--- src/rtl/uart_tx_fifo_if.sv ---
// Byte write port of the UART transmitter: strobe/data in, FIFO space and fill level out.
// Signal names are given from the transmitter's point of view.
interface uart_tx_fifo_if #(parameter int FIFO_DEPTH = 4);
  localparam int NW = $clog2(FIFO_DEPTH) + 1;

  logic          i_TX_DV;
  logic [7:0]    i_TX_Byte;
  logic          o_TX_Ready;
  logic [NW-1:0] o_FIFO_Count;

  modport master (output i_TX_DV, i_TX_Byte, input  o_TX_Ready, o_FIFO_Count);
  modport slave  (input  i_TX_DV, i_TX_Byte, output o_TX_Ready, o_FIFO_Count);
endinterface

--- src/rtl/uart_tx_fifo.sv ---
// 8N1 UART transmitter, LSB first, with a small byte FIFO so writers can queue bytes.
// A queued byte is picked up at the end of the stop bit, so frames run back-to-back.
module uart_tx_fifo #(
  parameter int CLKS_PER_BIT = 217,
  parameter int FIFO_DEPTH   = 4
) (
  input  logic            i_Clock,
  input  logic            i_Rst_L,
  uart_tx_fifo_if.slave   wr,
  output logic            o_TX_Active,
  output logic            o_TX_Serial,
  output logic            o_TX_Done
);
  localparam int PW = $clog2(FIFO_DEPTH);
  localparam int NW = PW + 1;
  localparam int CW = $clog2(CLKS_PER_BIT);

  typedef enum logic [1:0] {IDLE, START, DATA, STOP} state_t;

  state_t        state_q, state_d;
  logic [CW-1:0] clk_cnt_q, clk_cnt_d;
  logic [2:0]    bit_idx_q, bit_idx_d;
  logic [7:0]    shift_q, shift_d;
  logic          serial_q, serial_d;
  logic          active_q, active_d;
  logic          done_q, done_d;

  logic [7:0]    mem_q [FIFO_DEPTH];
  logic [PW-1:0] wr_ptr_q, rd_ptr_q;
  logic [NW-1:0] count_q;
  logic          push, pop, bit_end, have_byte;

  assign wr.o_TX_Ready   = (count_q != NW'(FIFO_DEPTH));
  assign wr.o_FIFO_Count = count_q;
  assign push            = wr.i_TX_DV && wr.o_TX_Ready;
  assign have_byte       = (count_q != '0);
  assign bit_end         = (clk_cnt_q == CW'(CLKS_PER_BIT - 1));

  assign o_TX_Active = active_q;
  assign o_TX_Serial = serial_q;
  assign o_TX_Done   = done_q;

  // Storage needs no reset; only pointers and count define what is valid.
  always_ff @(posedge i_Clock) begin
    if (push) mem_q[wr_ptr_q] <= wr.i_TX_Byte;
  end

  always_comb begin
    state_d   = state_q;
    clk_cnt_d = bit_end ? '0 : clk_cnt_q + 1'b1;
    bit_idx_d = bit_idx_q;
    shift_d   = shift_q;
    serial_d  = serial_q;
    active_d  = active_q;
    done_d    = 1'b0;
    pop       = 1'b0;
    case (state_q)
      IDLE: begin
        clk_cnt_d = '0;
        serial_d  = 1'b1;
        if (have_byte) begin
          pop      = 1'b1;
          shift_d  = mem_q[rd_ptr_q];
          state_d  = START;
          serial_d = 1'b0;
          active_d = 1'b1;
        end
      end
      START: begin
        if (bit_end) begin
          state_d   = DATA;
          bit_idx_d = '0;
          serial_d  = shift_q[0];
        end
      end
      DATA: begin
        if (bit_end) begin
          if (bit_idx_q == 3'd7) begin
            state_d  = STOP;
            serial_d = 1'b1;
          end else begin
            bit_idx_d = bit_idx_q + 3'd1;
            serial_d  = shift_q[bit_idx_q + 3'd1];
          end
        end
      end
      STOP: begin
        if (bit_end) begin
          done_d = 1'b1;
          // Chain straight into the next start bit when another byte is waiting.
          if (have_byte) begin
            pop      = 1'b1;
            shift_d  = mem_q[rd_ptr_q];
            state_d  = START;
            serial_d = 1'b0;
          end else begin
            state_d  = IDLE;
            active_d = 1'b0;
          end
        end
      end
      default: state_d = IDLE;
    endcase
  end

  always_ff @(posedge i_Clock or negedge i_Rst_L) begin
    if (!i_Rst_L) begin
      state_q   <= IDLE;
      clk_cnt_q <= '0;
      bit_idx_q <= '0;
      shift_q   <= '0;
      serial_q  <= 1'b1;
      active_q  <= 1'b0;
      done_q    <= 1'b0;
      wr_ptr_q  <= '0;
      rd_ptr_q  <= '0;
      count_q   <= '0;
    end else begin
      state_q   <= state_d;
      clk_cnt_q <= clk_cnt_d;
      bit_idx_q <= bit_idx_d;
      shift_q   <= shift_d;
      serial_q  <= serial_d;
      active_q  <= active_d;
      done_q    <= done_d;
      if (push) wr_ptr_q <= wr_ptr_q + 1'b1;
      if (pop)  rd_ptr_q <= rd_ptr_q + 1'b1;
      case ({push, pop})
        2'b10:   count_q <= count_q + 1'b1;
        2'b01:   count_q <= count_q - 1'b1;
        default: count_q <= count_q;
      endcase
    end
  end
endmodule

--- src/flat_wrapper.sv ---
// flat-port wrapper written by rule: the top's interface ports become plain ports
module uart_tx_fifo_flat 
#(
  parameter int CLKS_PER_BIT = 217,
  parameter int FIFO_DEPTH   = 4
)
  (i_Clock, i_Rst_L, o_TX_Active, o_TX_Serial, o_TX_Done, wr_i_TX_DV, wr_i_TX_Byte, wr_o_TX_Ready, wr_o_FIFO_Count);
  uart_tx_fifo_if #(.FIFO_DEPTH(FIFO_DEPTH)) wr_i ();
  input  logic i_Clock;
  input  logic i_Rst_L;
  output logic o_TX_Active;
  output logic o_TX_Serial;
  output logic o_TX_Done;
  input wire logic [$bits(wr_i.i_TX_DV)-1:0] wr_i_TX_DV;
  input wire logic [$bits(wr_i.i_TX_Byte)-1:0] wr_i_TX_Byte;
  output wire logic [$bits(wr_i.o_TX_Ready)-1:0] wr_o_TX_Ready;
  output wire logic [$bits(wr_i.o_FIFO_Count)-1:0] wr_o_FIFO_Count;
  assign wr_i.i_TX_DV = wr_i_TX_DV;
  assign wr_i.i_TX_Byte = wr_i_TX_Byte;
  assign wr_o_TX_Ready = wr_i.o_TX_Ready;
  assign wr_o_FIFO_Count = wr_i.o_FIFO_Count;
  uart_tx_fifo #(.CLKS_PER_BIT(CLKS_PER_BIT), .FIFO_DEPTH(FIFO_DEPTH)) u_core (.i_Clock(i_Clock), .i_Rst_L(i_Rst_L), .wr(wr_i), .o_TX_Active(o_TX_Active), .o_TX_Serial(o_TX_Serial), .o_TX_Done(o_TX_Done));
endmodule
--- config.mk ---
export PLATFORM = sky130hd
export DESIGN_NAME = uart_tx_fifo_flat
export DESIGN_NICKNAME = d
export VERILOG_FILES = /design/src/rtl/uart_tx_fifo_if.sv /design/src/rtl/uart_tx_fifo.sv /design/src/flat_wrapper.sv
export SDC_FILE = /design/constraint.sdc
export NUM_CORES = 1
export LEC_CHECK = 0
export ABC_AREA = 1
export CORE_MARGIN = 8
export CORE_UTILIZATION = 35
export CTS_CLUSTER_DIAMETER = 100
export DETAILED_ROUTE_END_ITERATION = 7
export DONT_BUFFER_PORTS = 1
export GPL_TIMING_DRIVEN = 0
export SYNTH_ARGS = -nofsm -noshare
export SYNTH_HDL_FRONTEND = slang
export SYNTH_SLANG_ARGS = --single-unit
--- constraint.sdc ---
create_clock -name i_Clock -period 2.95 [get_ports i_Clock]
set_input_delay 0.4425 -clock i_Clock [delete_from_list [all_inputs] [get_ports i_Clock]]
set_output_delay 0.4425 -clock i_Clock [all_outputs]
set_load 0.05 [all_outputs]
Word-level counts from Yosys, hierarchy flattened --
Memories as Yosys holds them, arrays and structs flattened. Cells that the tools add are included. W data, S select, Z words.
Operators by class: equal/unequal tests 16, bitwise gates (word level) 0, reduce and logical (&&, ||, !) cells 11, multiplexer cells 37, order comparisons 1, $add $sub $neg 6, div/mod/pow operators 0, $mul 0, shifts and indexed selects 0
Operators with widths (number):
- $mux W8 | 4
- $mux W1 | 17
- $pmux W8 S2 | 1
- $ne A2 B1 Y1 const B | 6
- $pmux W3 S2 | 2
- $reduce_and A4 Y1 | 3
- $mux W2 | 5
- $mux W3 | 3
- $add A8 B1 Y8 const B | 1
- $eq A8 B8 Y1 const B | 1
- $pmux W2 S4 | 1
- $add A3 B1 Y3 const B | 2
- $eq A2 B2 Y1 const B | 3
- $reduce_bool A2 Y1 | 3
- $reduce_and A5 Y1 | 1
- $add A2 B1 Y2 const B | 2
- $eq A2 B1 Y1 const B | 2
- $lt A3 B4 Y1 const B | 1
- $ne A2 B2 Y1 const B | 2
- $pmux W1 S2 | 2
- $pmux W1 S4 | 1
- $bmux W1 S3 | 1
- $eq A3 B3 Y1 const B | 1
- $ne A3 B3 Y1 const B | 1
- 5 further kinds | 5
Word-level totals: memories kept 1, latch bits 0, output and inout bits 7, input port bits 11, bits in read-only memories 0, flip-flop bits (word level) 31, memory bits (writable) 32
Memory list:
- u_core.mem_q | words 4, bits a word 8, rd ports 1, clocked after memory_dff 0, write ports 1, RTL line uart_tx_fifo.sv:28 | logic [7:0] mem_q [FIFO_DEPTH];

Longest topological paths before layout --
Gate-level depths: netlist of the first run.
depth in word-level cells 6, mapped depth 14, gate-level depth less buffers 14

Worst setup path after synthesis of the first run --
Ideal clock, no wire load.
path kind register to register, start reg u_core.count_q[0] (netlist: u_core.wr.o_FIFO_Count[0]), end reg u_core.count_q[2] (netlist: u_core.wr.o_FIFO_Count[2]), data arrival time 2380 ps, slack 439 ps, stages on the path, launching flop included 10, library setup time 131 ps, path through dfrtp_1 nor2_1 nand2_1 nand2_1 ha_1 inv_1 fa_1 a21oi_1 o21ai_0 xor2_1
Between the ends: elaborated cells on any way between the ends 12, those cells by class add/sub: 2; eq/ne: 3; mux: 4; reduce/logical: 3
RTL lines:
- start: declaration | RTL line uart_tx_fifo.sv:30 | logic [NW-1:0] count_q;
- start signal: assignment | RTL line uart_tx_fifo.sv:129 | 2'b10: count_q <= count_q + 1'b1;
- start signal: assignment | RTL line uart_tx_fifo.sv:130 | 2'b01: count_q <= count_q - 1'b1;
- start signal: assignment | RTL line uart_tx_fifo.sv:131 | default: count_q <= count_q;
- $ne A3 B3 Y1 * | RTL line uart_tx_fifo.sv:33 | assign wr.o_TX_Ready = (count_q != NW'(FIFO_DEPTH));
- net wr_o_TX_Ready | RTL line flat_wrapper.sv:16 | output wire logic [$bits(wr_i.o_TX_Ready)-1:0] wr_o_TX_Ready;
- $logic_and A1 B1 Y1 * | RTL line uart_tx_fifo.sv:35 | assign push = wr.i_TX_DV && wr.o_TX_Ready;
- $eq A2 B1 Y1 or $eq A2 B2 Y1 (tied branches) | RTL line uart_tx_fifo.sv:128 | case ({push, pop})
- $pmux W3 S2 or $reduce_bool A2 Y1 (tied branches)
The timed path passes the listed nets; every way through them passes the cells marked *. A chain may end at the register's enable or synchronous reset.

Final worst setup path of the first run --
Same ends and word-level chain as after synthesis.

==> flow_summary.toml, run 1 <==
[run_status]
status = "complete, no violations"

[yosys]
synth-simple-area-share_pct = 19.67
yosys-top-cells-count = "nor2_1, nand2_1, edfxtp_1, dfrtp_1, inv_1"
synth_area_leaders = "edfxtp_1, dfrtp_1, nor2_1"
synth_top_area_share_pct = 32.56
dominantRegCellSynth = "edfxtp_1"
synth_nets = 313
synth_cell_types = 30
syn_avg_cell_area_um2 = 10.28
yosys.cell_count.top_type = "nor2_1"
synth_sequential_area_ratio_pct = 58.88
synth_xor_area_share_pct = 2.331
synth_top_area_cell = "edfxtp_1"
synth_top_family_by_area = "simple AND/OR/NAND/NOR gates"
ys_ff_latch = 63
synth_compound_area_share_pct = 7.588
synthAdderAreaFrac_pct = 6.613
syn_inst = 287
async_flop_share_pct = 49.21
yosys_warnings = 0
synth_mux_area_share_pct = 0
synth_edf_count = 32
synth_area_um2 = 2952

[clock_network]
cts_tree = "built"
path_clk_slew_ps = 80
cts_max_level = 3
cts_made_buffers = 9
clock-root-buffer = "clkbuf_8"
clock_latency_ps = 340
cts.sinks = 63
cts_max_path_buffers = 2

[critical_path]
critPathArrivalTime_ps = 2980
crit_top_cell = "nand2_1"
worstPathRequired_ps = 3170
crit_path_end_kind = "flip-flop"
critical_path.slowest_cell = "dfrtp_1"
worstPathCellList = "nor2_1 > nand2_1 > nand2_1 > ha_1 > inv_1 > fa_1 > a21oi_1 > o21ai_0 > xor2_1"
cp-start-kind = "flip-flop"
crit_fanout = 8
criticalPathCategory = "flip-flop to flip-flop"
slowest_delay_ps = 590

[power_and_ir_drop]
power_uw = 2210
ir_drop_v = 0.0003802
power.leakage_uw = 0.001366
power_density_nw_per_um2 = 667.6

[sta]
fin_crit_ps = 2761
min_period_over_period_pct = 93.60
relSlewSlack_pct = 46.01
setup_slack_ps = 188.8
hold_viol = 0
skew_ps = 6.093
slew_violations = 0
tns_ps = 0
setup_viol = 0
worst_slew_pin_slew_ps = 806.8
rsz0062_at_grt = "no"
fmax_ghz = 0.3622

[layout]
nets = 326
num_antenna_cells = 0
stdcell_area_um2 = 3311
multiInputGateArea_um2 = 1069
instances_no_fill = 410
drive_gt1_share_pct = 11.80
fillers = 776
regArea_um2 = 1738
syn_to_final_growth_pct = 12.17

[global_routing]
grt_busiest_layer = "met2"
grtUsageMet1_pct = 11.56
grt_start_max_net_pins = 32
antenna_found_initial = 0
grt.total_usage_pct = 10.29
grt_overflow = 0
grtUsageMet3_pct = 3.772
grt_pass1_wl_mm = 9.225
met2_usage_pct = 16.89
grt_pass1_vias = 1932

[worst_hold_path]
hold_path.class = "input pin to flip-flop"

[route]
via_per_inst = 4.676
dr.pass1.iters = 4
detail_route.wl_per_cell_um = 13.20
ant_nets = 0
drt-initial-drc-count = 109
num_vias = 1917
routed_wirelength_mm = 5.411
drc = 0

[floorplan]
die_width_um = 107.8
die_y_um = 107.8
std_cell_rows = 33
io-pin-count = 18
start_util_pct = 35.92
die-area_um2 = 11630
coreArea_um2 = 8217

[run]
cap_violations = 0

[place]
placedCellCount = 392
io_buffers = 0
placed_cell_area_um2 = 3083
dpl.hpwl_mm = 3.696
place_ws_ps = 200.0
place_congestion = 0.7357
-- layout make-up --
| class | instances | area share [%] |
|---|---|---|
| plain buffers | 5 | 0.7559 |
| clock buffers | 10 | 3.855 |
| clock inverters | 6 | 2.116 |
| inverters | 32 | 3.628 |
| multi-input cells | 187 | 32.27 |
| flip-flops and latches | 63 | 52.49 |
| well taps | 105 | 3.968 |
| repair buffers | 2 | 0.9070 |
-- sequential cells by signal, summed over array words and instances, names as in the netlist --
signal,count
u_core.o_TX_Done,1
u_core.state_q,2
u_core.mem_q,32
u_core.rd_ptr_q,2
u_core.wr.o_FIFO_Count,3
u_core.bit_idx_q,3
u_core.o_TX_Active,1
u_core.wr_ptr_q,2
u_core.o_TX_Serial,1
u_core.shift_q,8
u_core.clk_cnt_q,8
-- layer usage --
metal / vias up / wire, µm
li1: 974 / -
met4: 0 / 86
met3: 5 / 333
met5: - / 0
met1: 893 / 2358
met2: 45 / 2633
-- placed cells by master (no fill, tap or decap), types with 3 or more instances in the layout --
| cell type | Yosys | final |
|---|---|---|
| a21oi_1 | 11 | 11 |
| buf_2 | 5 | 5 |
| clkbuf_8 | 0 | 9 |
| clkinvlp_4 | 0 | 3 |
| dfrtp_1 | 30 | 30 |
| edfxtp_1 | 32 | 32 |
| ha_1 | 14 | 14 |
| inv_1 | 30 | 30 |
| nand2_1 | 39 | 39 |
| nand3_1 | 13 | 13 |
| nand4_1 | 3 | 3 |
| nor2_1 | 59 | 59 |
| nor2_4 | 3 | 3 |
| o21ai_0 | 18 | 18 |
| o32ai_1 | 6 | 6 |
| xor2_1 | 4 | 4 |
-- what timing repair did --
action                                 4_1_cts  5_1_grt
hold buffers                                 2        0
endpoints found under the hold margin       31        0
buffers inserted                             0        0
resized for setup                            0        0
-- worst paths after layout --
path / startpoint / to / slack, ps / cells past startpoint
worst max-delay path: u_core.wr.o_FIFO_Count[0] / u_core.wr.o_FIFO_Count[2] / 190 / 9
worst min-delay path: wr_i_TX_Byte[2] / u_core.mem_q[1][2] / 190 / 0
worst max register to register: u_core.wr.o_FIFO_Count[0] / u_core.wr.o_FIFO_Count[2] / 190 / 9
worst min register to register: u_core.shift_q[2] / u_core.shift_q[2] / 480 / 2
max in group asynchronous: i_Rst_L / u_core.o_TX_Serial / 2170 / 2
min in group asynchronous: i_Rst_L / u_core.o_TX_Done / 550 / 2
-- stage by stage --
step                      hold WS, ps  util (%)
after floorplan                 146.9         -
after global placement          148.3     37.52
after detailed placement        148.3     37.52
after CTS                       177.4     40.29
after global routing            170.8     40.29
final                           188.5     40.29
-- where the power goes --
group,total [µW],internal (µW),switching (µW)
Combinational,278,81.2,197
Sequential,1180,1060,125
Clock,750,394,356
Total,2210,1530,678
-- logic make-up (layout without fill, tap and decap cells) --
kind of cell	after synthesis	in the layout
DFF	63	63
and+or+nand+nor	126	126
AOI/OAI and AO/OA	39	39
adders and majority gates	15	15
buffers and inverters	37	55
xor gates and xnor gates	7	7
-- worst max-delay path, delay by kind of cell (launching register included) --
kind                       cells  cell delay [ps]
AOI/OAI and AO/OA              2              270
and+or+nand+nor                3              960
adders and majority gates      2              600
DFF                            1              590
xor gates and xnor gates       1              150
buffers and inverters          1               70
Note: power is estimated with default switching activity, not from simulation.
==> inputs of run 2 (changes only) <==
Settings changed: MAX_ROUTING_LAYER set to met4.
==> flow_summary.toml, run 2 (synthesis gave the netlist of run 1 again) <==
[clock_network]
cts_max_level = 3
clock-root-buffer = "clkbuf_8"
path_clk_slew_ps = 80
cts_max_path_buffers = 2
cts.sinks = 63
cts_resized = 0
postCtsSetupBuffers = 0
cts_made_buffers = 9
cts_tree = "built"
clock_latency_ps = 340

[route]
drc = 0
drt-initial-drc-count = 109
num_vias = 1918
dr.pass1.iters = 4
routed_wirelength_mm = 5.416
detail_route.wl_per_cell_um = 13.21
via_per_inst = 4.678
ant_nets = 0

[layout]
num_antenna_cells = 0
largest_register = "u_core.mem_q"
drive_gt1_share_pct = 11.80
largest_reg_flops = 32
fillers = 776
syn_to_final_growth_pct = 12.17
reg_top3 = "u_core.mem_q (32), u_core.clk_cnt_q (8), u_core.shift_q (8)"
final_cell_mix = "nor2_1, nand2_1, edfxtp_1"
layout_commonest_cell = "nor2_1"
nets = 326
fin_util_pct = 40.29
stdcell_area_um2 = 3311

[floorplan]
die_y_um = 107.8
std_cell_rows = 33
start_util_pct = 35.92
coreArea_um2 = 8217
die-area_um2 = 11630
io-pin-count = 18
die_width_um = 107.8

[place]
place_ws_ps = 200.0
place_congestion = 0.7447
io_buffers = 0
dpl.hpwl_mm = 3.696
placed_cell_area_um2 = 3083

[global_routing]
grt_pass1_vias = 1935
grt_pass1_wl_mm = 9.225
grt_overflow = 0
grt.total_usage_pct = 10.59
antenna_found_initial = 0
grt_start_max_net_pins = 32

[power_and_ir_drop]
power.internal_uw = 1532
power.leakage_uw = 0.001366
sw_frac_of_total_pct = 30.60
seqPwrFrac_pct = 53.5
power_density_nw_per_um2 = 666.8
p_comb_share_pct = 12.6
p_clk_share_pct = 33.9
ir_drop_v = 0.0003794
p_sw_uw = 675.5

[sta]
slew_violations = 0
setup_slack_ps = 205.5
skew_ps = 6.461
rsz0062_at_grt = "no"
min_period_over_period_pct = 93.04
relSlewSlack_pct = 46.40
worst_slew_pin_slew_ps = 801.0
hold-worst-slack_ps = 191.4
tns_ps = 0
hold_viol = 0
fmax_ghz = 0.3644
fin_crit_ps = 2745
setup_viol = 0

[run_status]
status = "complete, no violations"

[critical_path]
cp_num_buf_inv = 1
crit_top_cell = "nand2_1"
criticalPathCategory = "flip-flop to flip-flop"
cp-start-kind = "flip-flop"
crit_path_end_kind = "flip-flop"
cpLargestDelayFamily = "simple AND/OR/NAND/NOR gates"
critical_path.slowest_cell = "dfrtp_1"
worstPathCellList = "nor2_1 > nand2_1 > nand2_1 > ha_1 > inv_1 > fa_1 > a21oi_1 > o21ai_0 > xor2_1"
crit_fanout = 8
critPathArrivalTime_ps = 2960
r2r_slack_ps = 210
slowest_delay_ps = 590
worstPathRequired_ps = 3170

[run]
cap_violations = 0

[worst_hold_path]
hold_path.class = "input pin to flip-flop"
-- run 2: cell counts in the layout (fill, tap and decap cells not counted) --
Identical to the previous run, type by type.
-- run 2: power by group through the flow --
stage          Clock [µW]  Combinational [µW]  Sequential (µW)
5_1_grt               801                 319             1200
3_3_place_gp            0                 259             1200
2_1_floorplan           0                 211             1190
4_1_cts               770                 287             1180
3_5_place_dp            0                 270             1200
6_report              749                 277             1180
-- run 2: layout make-up --
| class | instances | area (µm²) | share of cell area [%] |
|---|---|---|---|
| clock buffers | 10 | 127.6 | 3.855 |
| flip-flops and latches | 63 | 1738 | 52.49 |
| plain buffers | 5 | 25.02 | 0.7559 |
| clock inverters | 6 | 70.07 | 2.116 |
| inverters | 32 | 120.1 | 3.628 |
| well taps | 105 | 131.4 | 3.968 |
| multi-input cells | 187 | 1069 | 32.27 |
| repair buffers | 2 | 30.03 | 0.9070 |
-- run 2: through the flow --
stage / cells / total power [µW]
finish: 410 / 2208
global route: 410 / 2316
CTS: 410 / 2240
detailed placement: 392 / 1472
global placement: 392 / 1458
floorplan: 287 / 1398
-- run 2: what timing repair did --
action / CTS / global route
endpoints found under the hold margin: 31 / 0
setup endpoints to repair: 0 / 0
hold buffers: 2 / 0
-- run 2: per-layer routing --
metal  vias to the layer above  routed length [µm]  GRT usage, %
li1                        974                   -             -
met1                       900                2340         11.56
met2                        38                2668         16.89
met4                         0                  60         5.055
met5                         -                   0             -
met3                         6                 346         3.772
-- run 2: final timing paths --
path,startpoint,end,cells after the start
setup / recovery,u_core.wr.o_FIFO_Count[0],u_core.wr.o_FIFO_Count[2],9
hold / removal,wr_i_TX_Byte[2],u_core.mem_q[1][2],0
setup reg to reg,u_core.wr.o_FIFO_Count[0],u_core.wr.o_FIFO_Count[2],9
hold reg to reg,u_core.clk_cnt_q[0],u_core.clk_cnt_q[0],1
max in group asynchronous,i_Rst_L,u_core.o_TX_Serial,2
min in group asynchronous,i_Rst_L,u_core.o_TX_Done,2
==> inputs of run 3 (changes only) <==
Settings changed: CORE_UTILIZATION 35 to 50.
==> flow_summary.toml, run 3 (synthesis gave the netlist of run 1 again) <==
[run_status]
status = "complete, no violations"

[clock_network]
cts_max_path_buffers = 2
clock_latency_ps = 340
cts.sinks = 63
path_clk_slew_ps = 80
clock-root-buffer = "clkbuf_8"
cts_max_level = 3
cts_tree = "built"
cts_made_buffers = 9

[layout]
fin_util_pct = 55.83
largest_register = "u_core.mem_q"
reg_top3 = "u_core.mem_q (32), u_core.clk_cnt_q (8), u_core.shift_q (8)"
layout_commonest_cell = "nor2_1"
num_antenna_cells = 0
largest_reg_flops = 32
syn_to_final_growth_pct = 10.00
nets = 326
stdcell_area_um2 = 3247
drive_gt1_share_pct = 11.80
fillers = 508
final_cell_mix = "nor2_1, nand2_1, edfxtp_1"

[floorplan]
die_y_um = 92.83
start_util_pct = 50.75
coreArea_um2 = 5816
die-area_um2 = 8617
io-pin-count = 18
die_width_um = 92.83
std_cell_rows = 28

[place]
io_buffers = 0
placed_cell_area_um2 = 3045
dpl.hpwl_mm = 3.565
place_congestion = 0.7311

[run]
cap_violations = 0

[sta]
slew_violations = 0
skew_ps = 11.21
hold-worst-slack_ps = 191.2
tns_ps = 0
relSlewSlack_pct = 46.05
rsz0062_at_grt = "no"
worst_slew_pin_slew_ps = 806.3
fmax_ghz = 0.3675
fin_crit_ps = 2721
min_period_over_period_pct = 92.23
setup_viol = 0
hold_viol = 0

[global_routing]
met2_usage_pct = 21.07
grtUsageMet3_pct = 4.450
grtUsageMet1_pct = 16.08
grt_busiest_layer = "met2"
grt_pass1_vias = 1892
grt_overflow = 0
antenna_found_initial = 0
grt.total_usage_pct = 13.99
grt_pass1_wl_mm = 9.004
grt_start_max_net_pins = 32

[worst_hold_path]
whs_path_depth = 0
hold_path.class = "input pin to flip-flop"

[critical_path]
setup.worst_path.start = "u_core.wr.o_FIFO_Count[1]"
slowest_delay_ps = 590
crit_end = "u_core.wr.o_FIFO_Count[2]"
cp-start-kind = "flip-flop"
worstPathCellList = "nor2_1 > nand2_1 > nand2_1 > ha_1 > inv_1 > fa_1 > a21oi_1 > o21ai_0 > xor2_1"
crit_top_cell = "nand2_1"
critPathArrivalTime_ps = 2950
r2r_end = "u_core.wr.o_FIFO_Count[2]"
rr_worst_depth = 9
crit_fanout = 8
r2r_slack_ps = 230
criticalPathCategory = "flip-flop to flip-flop"
rr_startpoint = "u_core.wr.o_FIFO_Count[1]"
crit_path_end_kind = "flip-flop"
critical_path.slowest_cell = "dfrtp_1"
worstPathRequired_ps = 3180

[power_and_ir_drop]
power_density_nw_per_um2 = 649.5
power.leakage_uw = 0.001364
ir_drop_v = 0.0004334

[route]
num_vias = 1894
drt-initial-drc-count = 65
detail_route.wl_per_cell_um = 13.63
dr.pass1.iters = 4
ant_nets = 0
routed_wirelength_mm = 5.180
drc = 0
via_per_inst = 4.984
==> run 3: cell count changes in the layout (fill, tap and decap cells not counted) <==
cell / change
bufinv_16: -1
clkbuf_1: -1
clkinv_1: +1
clkinv_2: +2
clkinvlp_4: -2
inv_6: +1
==> run 3: how the worst min path moves through the flow <==
stage	endpoint	from
2_1_floorplan	u_core.bit_idx_q[0]	i_Rst_L
3_3_place_gp	u_core.clk_cnt_q[4]	i_Rst_L
3_5_place_dp	u_core.clk_cnt_q[4]	i_Rst_L
4_1_cts	u_core.mem_q[2][1]	wr_i_TX_Byte[1]
5_1_grt	u_core.mem_q[0][4]	wr_i_TX_Byte[4]
6_report	u_core.mem_q[2][1]	wr_i_TX_Byte[1]
==> run 3: what timing repair did <==
item / in CTS / in global routing
buffers inserted: 0 / 0
hold buffers: 2 / 0
gates resized for setup: 0 / 0
endpoints found under the hold margin: 31 / 0
==> run 3: critical path, delay by kind of cell (launching register included) <==
family,cells,cell delay (ps)
simple gates,3,940
flops,1,590
buf+inv,1,70
fa+ha+maj,2,590
xor+xnor,1,150
compound gates,2,260
==> run 3: power by group <==
group / internal (µW) / switching (µW) / leakage (µW) / total [µW]
combinational: 79.5 / 194 / 0.000610 / 274
clock: 305 / 347 / 0.0000874 / 652
sequential: 1060 / 127 / 0.000667 / 1180
==> run 3: layout make-up <==
cell class / instances / area [µm²] / share of cell area [%]
Buffer: 5 / 25.02 / 0.7707
Tap cell: 75 / 93.84 / 2.890
Multi-Input combinational cell: 187 / 1069 / 32.91
Inverter: 32 / 120.1 / 3.699
Timing Repair Buffer: 2 / 30.03 / 0.9249
Sequential cell: 63 / 1738 / 53.53
Clock buffer: 9 / 123.9 / 3.815
Clock inverter: 7 / 47.55 / 1.464
==> run 3: metrics by stage <==
| stage | instances | worst slack [ps] | total power, µW |
|---|---|---|---|
| after global routing | 380 | 20.10 | 2233 |
| after floorplan | 287 | 438.8 | 1398 |
| after global placement | 362 | 266.5 | 1462 |
| after CTS | 380 | 203.3 | 2141 |
| after detailed placement | 362 | 211.7 | 1471 |
| final | 380 | 229.2 | 2109 |
==> run 3: per-layer routing <==
metal  up-vias  share of wire, %
met1       873                46
met4         0               2.3
met5         -                 0
met3        12               4.8
met2        34                47
li1        975                 -
==> RTL edit (settings of run 2) <==
Take the reset off `shift_q` and load it in a clocked block of its own.
--- a/src/rtl/uart_tx_fifo.sv
+++ b/src/rtl/uart_tx_fifo.sv
@@ -108,7 +108,6 @@
       state_q   <= IDLE;
       clk_cnt_q <= '0;
       bit_idx_q <= '0;
-      shift_q   <= '0;
       serial_q  <= 1'b1;
       active_q  <= 1'b0;
       done_q    <= 1'b0;
@@ -119,7 +118,6 @@
       state_q   <= state_d;
       clk_cnt_q <= clk_cnt_d;
       bit_idx_q <= bit_idx_d;
-      shift_q   <= shift_d;
       serial_q  <= serial_d;
       active_q  <= active_d;
       done_q    <= done_d;
@@ -132,5 +130,9 @@
       endcase
     end
   end
+
+  always_ff @(posedge i_Clock) begin
+    shift_q <= shift_d;
+  end
 endmodule
 
Function: same outputs for any inputs over 10 cycles, from zero or initial values and one cycle with i_Rst_L low; that may be too few to reach the edited logic, so the function may still have changed.
==> RTL edit against run 2 <==
- setup slack gained 0.15 ns
- global-route usage shrank 0.75 points
- critical endpoint unchanged
- total power grew 0.12%
- largest power group unchanged
- wire length shrank 9.3%
- synthesized area shrank 4.2%
- clock power shrank 0.7%
- critical path depth is the same
- non-clock buffer count shrank 2
- sequential cell count is the same
- final area shrank 4.5%
==> RTL edit: results (changes against run 2) <==
INFO  power          power.static_leakage=1.277nW [-6.5%]
INFO  yosys          synth.top_cells.by_count=sky130_fd_sc_hd__edfxtp_1 (40), sky130_fd_sc_hd__nand2_1 (39), sky130_fd_sc_hd__nor2_1 (35)
INFO  sta            worst_clock_skew=0.005558ns [-0.0009025 ns]
INFO  final_layout   layout-drive-gt1-share=0.1127 [-0.005306]
INFO  yosys          synth-edff-count=40 [+25%]
INFO  yosys          synth-seq-area-share=0.6290 [+0.04023]
INFO  worst_setup_path launching_instance_or_port_of_the_critical_path=u_core.wr.o_FIFO_Count[1]$_DFFE_PN0P_
INFO  sta            final_critical_path_required_period=2.593ns [-0.1517 ns]
INFO  clock_tree     cts_hold_repair.buffers=1 [-1]
INFO  place          dp_cells=360 [-8.2%]
INFO  final_layout   post_route_insts_no_fill=377 [-8.0%]
INFO  worst_setup_path ff2ff_setup_slack=0.36ns [+0.15 ns]
INFO  worst_setup_path worst_ep_arrival_time=2.82ns [-0.14 ns]
INFO  yosys          synth_area_per_cell=10.96µm² [+6.5%]
INFO  yosys          synthAdderAreaFrac=0.06906 [+0.002927]
INFO  final_layout   design.final.nets=296 [-9.2%]
INFO  run_status     outcome=complete, no violations
INFO  min_path       hold_path_startpoint=wr_i_TX_Byte[1]
INFO  yosys          synth_area_in_compound_gates=0.08189 [+0.006015]
INFO  place          dp_wirelength=3338µm [-9.7%]
INFO  grt            groute.usage.overall=0.09842 [-0.007525]
INFO  final_layout   fill_cells=756 [-2.6%]
INFO  detailed_routing drtIter0Drc=79 [-28%]
INFO  power          power_report.internal_total=0.001540W [+0.49%]
INFO  yosys          synth-async-reset-ratio=0.3651 [-0.1270]
-- RTL edit: power groups by stage --
stage | Combinational, W | Sequential (W) | Clock [W]
after CTS | 0.000274 | 0.00120 | 0.000768
after floorplan | 0.000205 | 0.00120 | 0
after global routing | 0.000320 | 0.00121 | 0.000796
after global placement | 0.000254 | 0.00122 | 0
after detailed placement | 0.000265 | 0.00122 | 0
final | 0.000267 | 0.00120 | 0.000744
-- RTL edit: cells by family after synthesis --
kind of cell,Yosys count
fa+ha+maj,15
buf+inv,35
xor+xnor,7
simple gates,95
compound gates,43
flops,63
-- RTL edit: routing by layer --
metal / vias up / wire length (µm) / GRT usage
met1: 803 / 2219 / 0.1081
met2: 25 / 2329 / 0.1483
li1: 895 / - / -
met5: - / 0 / -
met3: 10 / 238 / 0.03593
met4: 0 / 124 / 0.06332
-- RTL edit: critical path: cells and delay by family, from the launching register on --
kind | cells | cell delay (ns)
AND/OR/NAND/NOR | 3 | 0.88
flip-flops | 1 | 0.59
adder cells (fa/ha/maj) | 2 | 0.55
AO/OA/AOI/OAI | 2 | 0.25
XOR/XNOR | 1 | 0.15
buffers and inverters | 1 | 0.06
-- RTL edit: through the flow --
step	utilization	total power (W)
floorplan	-	0.001410
global placement	0.3803	0.001473
finish	0.4072	0.002210
detailed placement	0.3803	0.001486
CTS	0.4069	0.002245
global route	0.4072	0.002327
-- RTL edit: area by class of cell --
cell class | instances | area [µm²] | share of cell area
multi-input combinational | 160 | 908.4 | 0.2872
inverter | 31 | 117.6 | 0.03718
timing repair buffer | 1 | 10.01 | 0.003165
clock buffer | 9 | 123.9 | 0.03916
clock inverter | 7 | 72.57 | 0.02294
tap | 102 | 127.6 | 0.04035
sequential | 63 | 1778 | 0.5621
buffer | 4 | 25.02 | 0.007911
